<file path="src/rtl/serial_addsub_if.sv">
// Request/result bundle for the bit-serial adder/subtractor.
// The controller drives start/sub/a/b; the adder returns busy/done and the registered result.
interface serial_addsub_if #(
  parameter int WIDTH = 8
);
  logic             start;
  logic             sub;
  logic [WIDTH-1:0] a;
  logic [WIDTH-1:0] b;
  logic             busy;
  logic             done;
  logic [WIDTH-1:0] sum;
  logic             cout;
  logic             ovf;

  modport master (
    output start, sub, a, b,
    input  busy, done, sum, cout, ovf
  );

  modport slave (
    input  start, sub, a, b,
    output busy, done, sum, cout, ovf
  );
endinterface

</file>
<file path="src/rtl/serial_addsub.sv">
// Bit-serial add/sub, LSB first: accept on E0, result and done valid after E_WIDTH.
// Start is ignored while busy; DONE overlaps the next accept for back-to-back issue.
module serial_addsub #(
  parameter int WIDTH = 8
) (
  input  logic           clk,
  input  logic           rst_n,
  serial_addsub_if.slave bus
);
  localparam int CW = $clog2(WIDTH);
  localparam logic [CW-1:0] LAST = CW'(WIDTH - 1);

  typedef enum logic [1:0] {
    IDLE = 2'd0,
    RUN  = 2'd1,
    DONE = 2'd2
  } state_t;

  state_t           state;
  logic [CW-1:0]    cnt;
  logic             carry;
  logic [WIDTH-1:0] op_a;
  logic [WIDTH-1:0] op_b;
  logic [WIDTH-1:0] acc;
  logic [WIDTH-1:0] sum_q;
  logic             cout_q;
  logic             ovf_q;
  logic             busy_q;
  logic             done_q;

  logic             s_bit;
  logic             c_bit;
  logic [WIDTH-1:0] acc_next;

  // Single full-adder slice on the current LSBs
  always_comb begin
    s_bit    = op_a[0] ^ op_b[0] ^ carry;
    c_bit    = (op_a[0] & op_b[0]) | (op_a[0] & carry) | (op_b[0] & carry);
    acc_next = {s_bit, acc[WIDTH-1:1]};
  end

  always_ff @(posedge clk) begin
    if (!rst_n) begin
      state  <= IDLE;
      cnt    <= '0;
      carry  <= 1'b0;
      op_a   <= '0;
      op_b   <= '0;
      acc    <= '0;
      sum_q  <= '0;
      cout_q <= 1'b0;
      ovf_q  <= 1'b0;
      busy_q <= 1'b0;
      done_q <= 1'b0;
    end else begin
      case (state)
        RUN: begin
          op_a  <= op_a >> 1;
          op_b  <= op_b >> 1;
          acc   <= acc_next;
          carry <= c_bit;
          cnt   <= cnt + 1'b1;
          if (cnt == LAST) begin
            // carry still holds the carry into the MSB on this edge
            sum_q  <= acc_next;
            cout_q <= c_bit;
            ovf_q  <= carry ^ c_bit;
            state  <= DONE;
            busy_q <= 1'b0;
            done_q <= 1'b1;
          end
        end
        default: begin
          if (bus.start) begin
            op_a   <= bus.a;
            op_b   <= bus.sub ? ~bus.b : bus.b;
            carry  <= bus.sub;
            cnt    <= '0;
            acc    <= '0;
            state  <= RUN;
            busy_q <= 1'b1;
            done_q <= 1'b0;
          end else begin
            state  <= IDLE;
            busy_q <= 1'b0;
            done_q <= 1'b0;
          end
        end
      endcase
    end
  end

  assign bus.busy = busy_q;
  assign bus.done = done_q;
  assign bus.sum  = sum_q;
  assign bus.cout = cout_q;
  assign bus.ovf  = ovf_q;
endmodule

</file>
<file path="src/flat_wrapper.sv">
// flat-port wrapper written by rule: the top's interface ports become plain ports
module serial_addsub_flat 
#(
  parameter int WIDTH = 8
)
  (clk, rst_n, bus_start, bus_sub, bus_a, bus_b, bus_busy, bus_done, bus_sum, bus_cout, bus_ovf);
  serial_addsub_if #(.WIDTH(WIDTH)) bus_i ();
  input  logic clk;
  input  logic rst_n;
  input wire logic [$bits(bus_i.start)-1:0] bus_start;
  input wire logic [$bits(bus_i.sub)-1:0] bus_sub;
  input wire logic [$bits(bus_i.a)-1:0] bus_a;
  input wire logic [$bits(bus_i.b)-1:0] bus_b;
  output wire logic [$bits(bus_i.busy)-1:0] bus_busy;
  output wire logic [$bits(bus_i.done)-1:0] bus_done;
  output wire logic [$bits(bus_i.sum)-1:0] bus_sum;
  output wire logic [$bits(bus_i.cout)-1:0] bus_cout;
  output wire logic [$bits(bus_i.ovf)-1:0] bus_ovf;
  assign bus_i.start = bus_start;
  assign bus_i.sub = bus_sub;
  assign bus_i.a = bus_a;
  assign bus_i.b = bus_b;
  assign bus_busy = bus_i.busy;
  assign bus_done = bus_i.done;
  assign bus_sum = bus_i.sum;
  assign bus_cout = bus_i.cout;
  assign bus_ovf = bus_i.ovf;
  serial_addsub #(.WIDTH(WIDTH)) u_core (.clk(clk), .rst_n(rst_n), .bus(bus_i));
endmodule
</file>
<file path="config.mk">
export PLATFORM = sky130hd
export DESIGN_NAME = serial_addsub_flat
export DESIGN_NICKNAME = d
export VERILOG_FILES = /design/src/rtl/serial_addsub_if.sv /design/src/rtl/serial_addsub.sv /design/src/flat_wrapper.sv
export SDC_FILE = /design/constraint.sdc
export NUM_CORES = 1
export LEC_CHECK = 0
export CORE_ASPECT_RATIO = 0.5
export CORE_UTILIZATION = 45
export DETAILED_ROUTE_END_ITERATION = 10
export GPL_TIMING_DRIVEN = 0
export PLACE_DENSITY_LB_ADDON = 0.3
export SLEW_MARGIN = 20
export SYNTH_ARGS = -nofsm -noshare
export SYNTH_HDL_FRONTEND = slang
export SYNTH_SLANG_ARGS = --single-unit
</file>
<file path="constraint.sdc">
create_clock -name clk -period 4.2 [get_ports clk]
set_input_delay 0.84 -clock clk [delete_from_list [all_inputs] [get_ports clk]]
set_output_delay 0.84 -clock clk [all_outputs]
set_load 0.02 [all_outputs]
</file>
# Word-level counts from Yosys, hierarchy flattened
# Cells that the tools add are included.
# W data, S select, Z words.
dict set report totals {
  ff_bits 42
  inputBits 20
}
dict set report op_classes {
  n_addsub 1
  n_eq_ne 3
  muxes 17
  n_bitwise 10
  n_reduce_logical 4
}
# cell count
set op_table {}
lappend op_table {{$mux W7} 4}
lappend op_table {{$mux W8} 3}
lappend op_table {{$not A8 Y8} 1}
lappend op_table {{$mux W1} 6}
lappend op_table {{$mux W3} 2}
lappend op_table {{$mux W2} 2}
lappend op_table {{$reduce_and A2 Y1} 2}
lappend op_table {{$add A3 B1 Y3 const B} 1}
lappend op_table {{$and A1 B1 Y1} 3}
lappend op_table {{$eq A3 B3 Y1 const B} 1}
lappend op_table {{$xor A1 B1 Y1} 3}
lappend op_table {{$eq A2 B1 Y1 const B} 1}
lappend op_table {{$ne A2 B1 Y1 const B} 1}
lappend op_table {{$or A1 B1 Y1} 2}
lappend op_table {{$reduce_bool A2 Y1} 1}
lappend op_table {{$reduce_or A2 Y1} 1}
lappend op_table {{$not A1 Y1} 1}

# Logic depth before layout (Yosys ltp)
dict set report depth {
  ltp_word 4
  depth_mapped 6
  depth_no_buf 5
}

# Worst setup path before layout
# No wires, ideal clock.
dict set report synth_timing {
  path_type {input to register}
  start {in bus_start}
  end {reg u_core.carry}
  setup_time_ns 0.116
  t_arrival_ns 1.443
  setup_slack_ns 2.641
  stages 5
  cell_sequence {buf_6 buf_4 mux2i_1 nand2_1 o211a_1}
}
dict set report synth_via {
  elab_chain_len 1
}
# item line
set synth_rtl {}
lappend synth_rtl {{from (decl)} flat_wrapper.sv:10} ;# input wire logic [$bits(bus_i.start)-1:0] bus_start;
lappend synth_rtl {{$reduce_bool A2 Y1 (no line)} n/a}
lappend synth_rtl {{to (signal assigned)} serial_addsub.sv:61} ;# carry <= c_bit;
lappend synth_rtl {{to (signal assigned)} serial_addsub.sv:77} ;# carry <= bus.sub;
lappend synth_rtl {{to (decl)} serial_addsub.sv:21} ;# logic carry;
# No other way between the ends.
# A chain may end at the register's enable or synchronous reset.

==> results by group <==
Outcome
  – Outcome: completed

Finish
  – Synth-to-Final Area Change: 22.1%
  – Share of layout cells above drive strength 1: between 10% and 20%
  – # nets final: between 200 and 300
  – Antenna Diode Count: 0
  – Fillers: approximately 370

Floorplan
  – Die area: roughly 4700 µm²
  – # rows: 16
  – Starting Density: 48.7%
  – Core area: about 4100 µm²
  – Die width: ~96 µm
  – # IOs: 32
  – Height of the die: approximately 49 µm

Global routing
  – Number of global-route vias before repair: between 1000 and 1500
  – First-pass GRT wire length: a little over 6 mm
  – Initial antenna violation count: 0
  – Largest net degree at the start of global routing: 12
  – Tot GR Track Use: between 15 and 20%
  – GRT overflow: 0

Route
  – Drt total wl: between 3 and 4 mm
  – DR vias/cell: approximately 5
  – Router iterations before antenna repair: 4
  – # DRC: 0
  – Total vias in the final route: 1440
  – WL/cell: 12.7 µm
  – DRT iter0 DRCs: 31
  – Routed Antenna Nets: 0

Setup path
  – Critical path startpoint category: flip-flop
  – Crit Path Category: reg2out
  – Worst Path Buf+Inv: 1
  – Slowest-stage cell, CP: clkdlybuf4s50_1
  – Critical Path RT: 3.36 ns
  – Critical path data arrival time: 1.30 ns
  – Crit path cell chain: clkdlybuf4s50_1
  – Max stage delay on crit path: roughly 0.63 ns
  – Top delay family on crit path: buffers and inverters
  – Critical Path End Type: output port
  – Critical path peak fanout: 5

Power and ir drop
  – PwrDens: about 320 nW/µm²
  – Leak: 1.05 nW
  – Peak VDD IR: between 0.1 and 0.15 mV
  – Total power: 0.000784 W

Clocking
  – CTS tree: built
  – Clk root buf: clkbuf_8
  – # Post-CTS Setup Buffers: 0
  – Clock slew at reported path FFs: 0.07 ns
  – Clock sinks: 40
  – Htree depth: 2
  – Total CTS buffers: 5
  – Cts repair resizes: 0
  – Clk buf depth: 2
  – Worst skew pair latency: roughly 0.29 ns
  – Hold-fix buffers, CTS: 0

Timing
  – Hold Fails Final Rpt: 0
  – Min Tclk post-route: between 2 and 2.5 ns
  – Max Freq: roughly 0.47 GHz
  – Worst slew pin tran: approximately 0.38 ns
  – Final max-slew violation count: 0
  – Setup TNS: 0 ns
  – Final setup fails: 0
  – Clk_skew: 0.00221 ns
  – Slew headroom: 74.3%
  – RSZ-0062 raised after global routing: false
  – Fin crit share: between 50% and 60%

Logic synthesis
  – Syn Inst Count: between 150 and 200
  – Yosys warns: 0
  – Synth Area per Inst: 10.3 µm²
  – Post-synthesis cell type count: 31
  – Post-Syn Nets: 216
  – Yosys reg bits: 40
  – Netlist Area Pre-Place: about 2000 µm²
  – Post-synthesis sequential area ratio: between 40% and 50%

Placement
  – Routability congestion estimate: about 0.75
  – PortBufs: 28
  – Post-detail-place hpwl: about 2.5 mm

Worst hold path
  – Hold WC Path Type: reg2reg

Run
  – MaxCap Viol Count: 0
-- worst paths after layout --
path | slack [ns] | cells past startpoint | startpoint | endpoint
min reg2reg | 0.46 | 2 | u_core.bus.sum[0] | u_core.bus.sum[0]
max | 2.06 | 1 | u_core.state[0] | bus_busy
max reg2reg | 2.78 | 5 | u_core.cnt[0] | u_core.bus.ovf
min | 0.46 | 2 | u_core.bus.sum[0] | u_core.bus.sum[0]
-- registers in the layout, summed over array words and instances, names as in the netlist --
signal           count
u_core.bus.done      1
u_core.acc           7
u_core.cnt           3
u_core.carry         1
u_core.bus.cout      1
u_core.op_b          8
u_core.op_a          8
u_core.state         2
u_core.bus.ovf       1
u_core.bus.sum       8
-- routing by layer --
layer / vias up / wire, µm / track usage, %
met5: - / 0 / 0
met4: 0 / 16 / 3.98
met3: 2 / 150 / 5.14
met2: 32 / 1560 / 26.5
met1: 672 / 1880 / 24.1
li1: 734 / - / -
-- area by class of cell --
class	count	area [µm²]	area share, %
flip-flops and latches	40	801	33.1
clock buffers	8	90.1	3.73
plain buffers	17	140	5.80
repair buffers	28	280	11.6
multi-input cells	136	1040	43.0
well taps	54	67.6	2.80
-- layout by cell type, fill, tap and decap left out, types with 7 or more instances in the layout --
master,count
o211a_1,10
mux2i_1,9
a21boi_1,13
and2_1,7
clkdlybuf4s50_1,28
xnor2_1,9
nand2_1,37
dfxtp_1,40
nand3_1,7
-- kinds of logic after synthesis --
logic type               share of synthesized area [%]
AO/OA/AOI/OAI                                     20.7
XOR/XNOR                                          3.98
flip-flops                                        40.5
adder cells (fa/ha/maj)                           2.28
multiplexers                                      4.55
AND/OR/NAND/NOR                                   20.9
buffers and inverters                             7.08
-- synthesized netlist by cell type --
| cell type | n | area share (%) |
|---|---|---|
| nor3b_2 | 1 | 0.63 |
| o21ai_0 | 1 | 0.25 |
| nand3b_4 | 5 | 5.1 |
| nand2b_1 | 1 | 0.32 |
| nand2_1 | 37 | 7.0 |
| a21boi_1 | 13 | 4.9 |
| and3_1 | 1 | 0.32 |
| and3b_1 | 1 | 0.44 |
| o211ai_1 | 2 | 0.76 |
| ha_1 | 2 | 1.3 |
| fa_1 | 1 | 1.0 |
| clkbuf_1 | 1 | 0.19 |
| and2b_4 | 1 | 0.51 |
| nand3_1 | 7 | 1.8 |
| o21ai_2 | 5 | 2.2 |
| o21ai_1 | 2 | 0.51 |
| a211oi_2 | 1 | 0.63 |
| o211ai_2 | 5 | 3.2 |
| and2_1 | 7 | 2.2 |
| nor2_1 | 4 | 0.76 |
| nand3b_1 | 5 | 1.9 |
| buf_12 | 1 | 1.0 |
| xnor2_1 | 9 | 4.0 |
| dfxtp_1 | 40 | 40 |
| o21a_1 | 1 | 0.38 |
| buf_4 | 4 | 1.5 |
| mux2i_1 | 9 | 4.6 |
| buf_2 | 6 | 1.5 |
| a21boi_2 | 5 | 2.8 |
| o211a_1 | 10 | 5.1 |
| buf_6 | 5 | 2.8 |
-- power by group --
| group | total [W] | switching (W) | internal (W) |
|---|---|---|---|
| Sequential | 0.000406 | 0.0000107 | 0.000395 |
| Clock | 0.000262 | 0.000128 | 0.000134 |
| Combinational | 0.000116 | 0.0000528 | 0.0000627 |
| Total | 0.000784 | 0.000191 | 0.000592 |
-- through the flow --
step           area (µm²)  util, %  hold WS, ns  std cells  setup WS, ns
2_1_floorplan        1980        -        0.438        193          2.64
3_3_place_gp         2330     57.3        0.441        275          2.37
3_5_place_dp         2330     57.3        0.448        275          2.37
4_1_cts              2420     59.5        0.458        283          2.05
5_1_grt              2420     59.5        0.475        283          2.01
6_report             2420     59.5        0.455        283          2.06
Power figures use the tool's default switching activity.
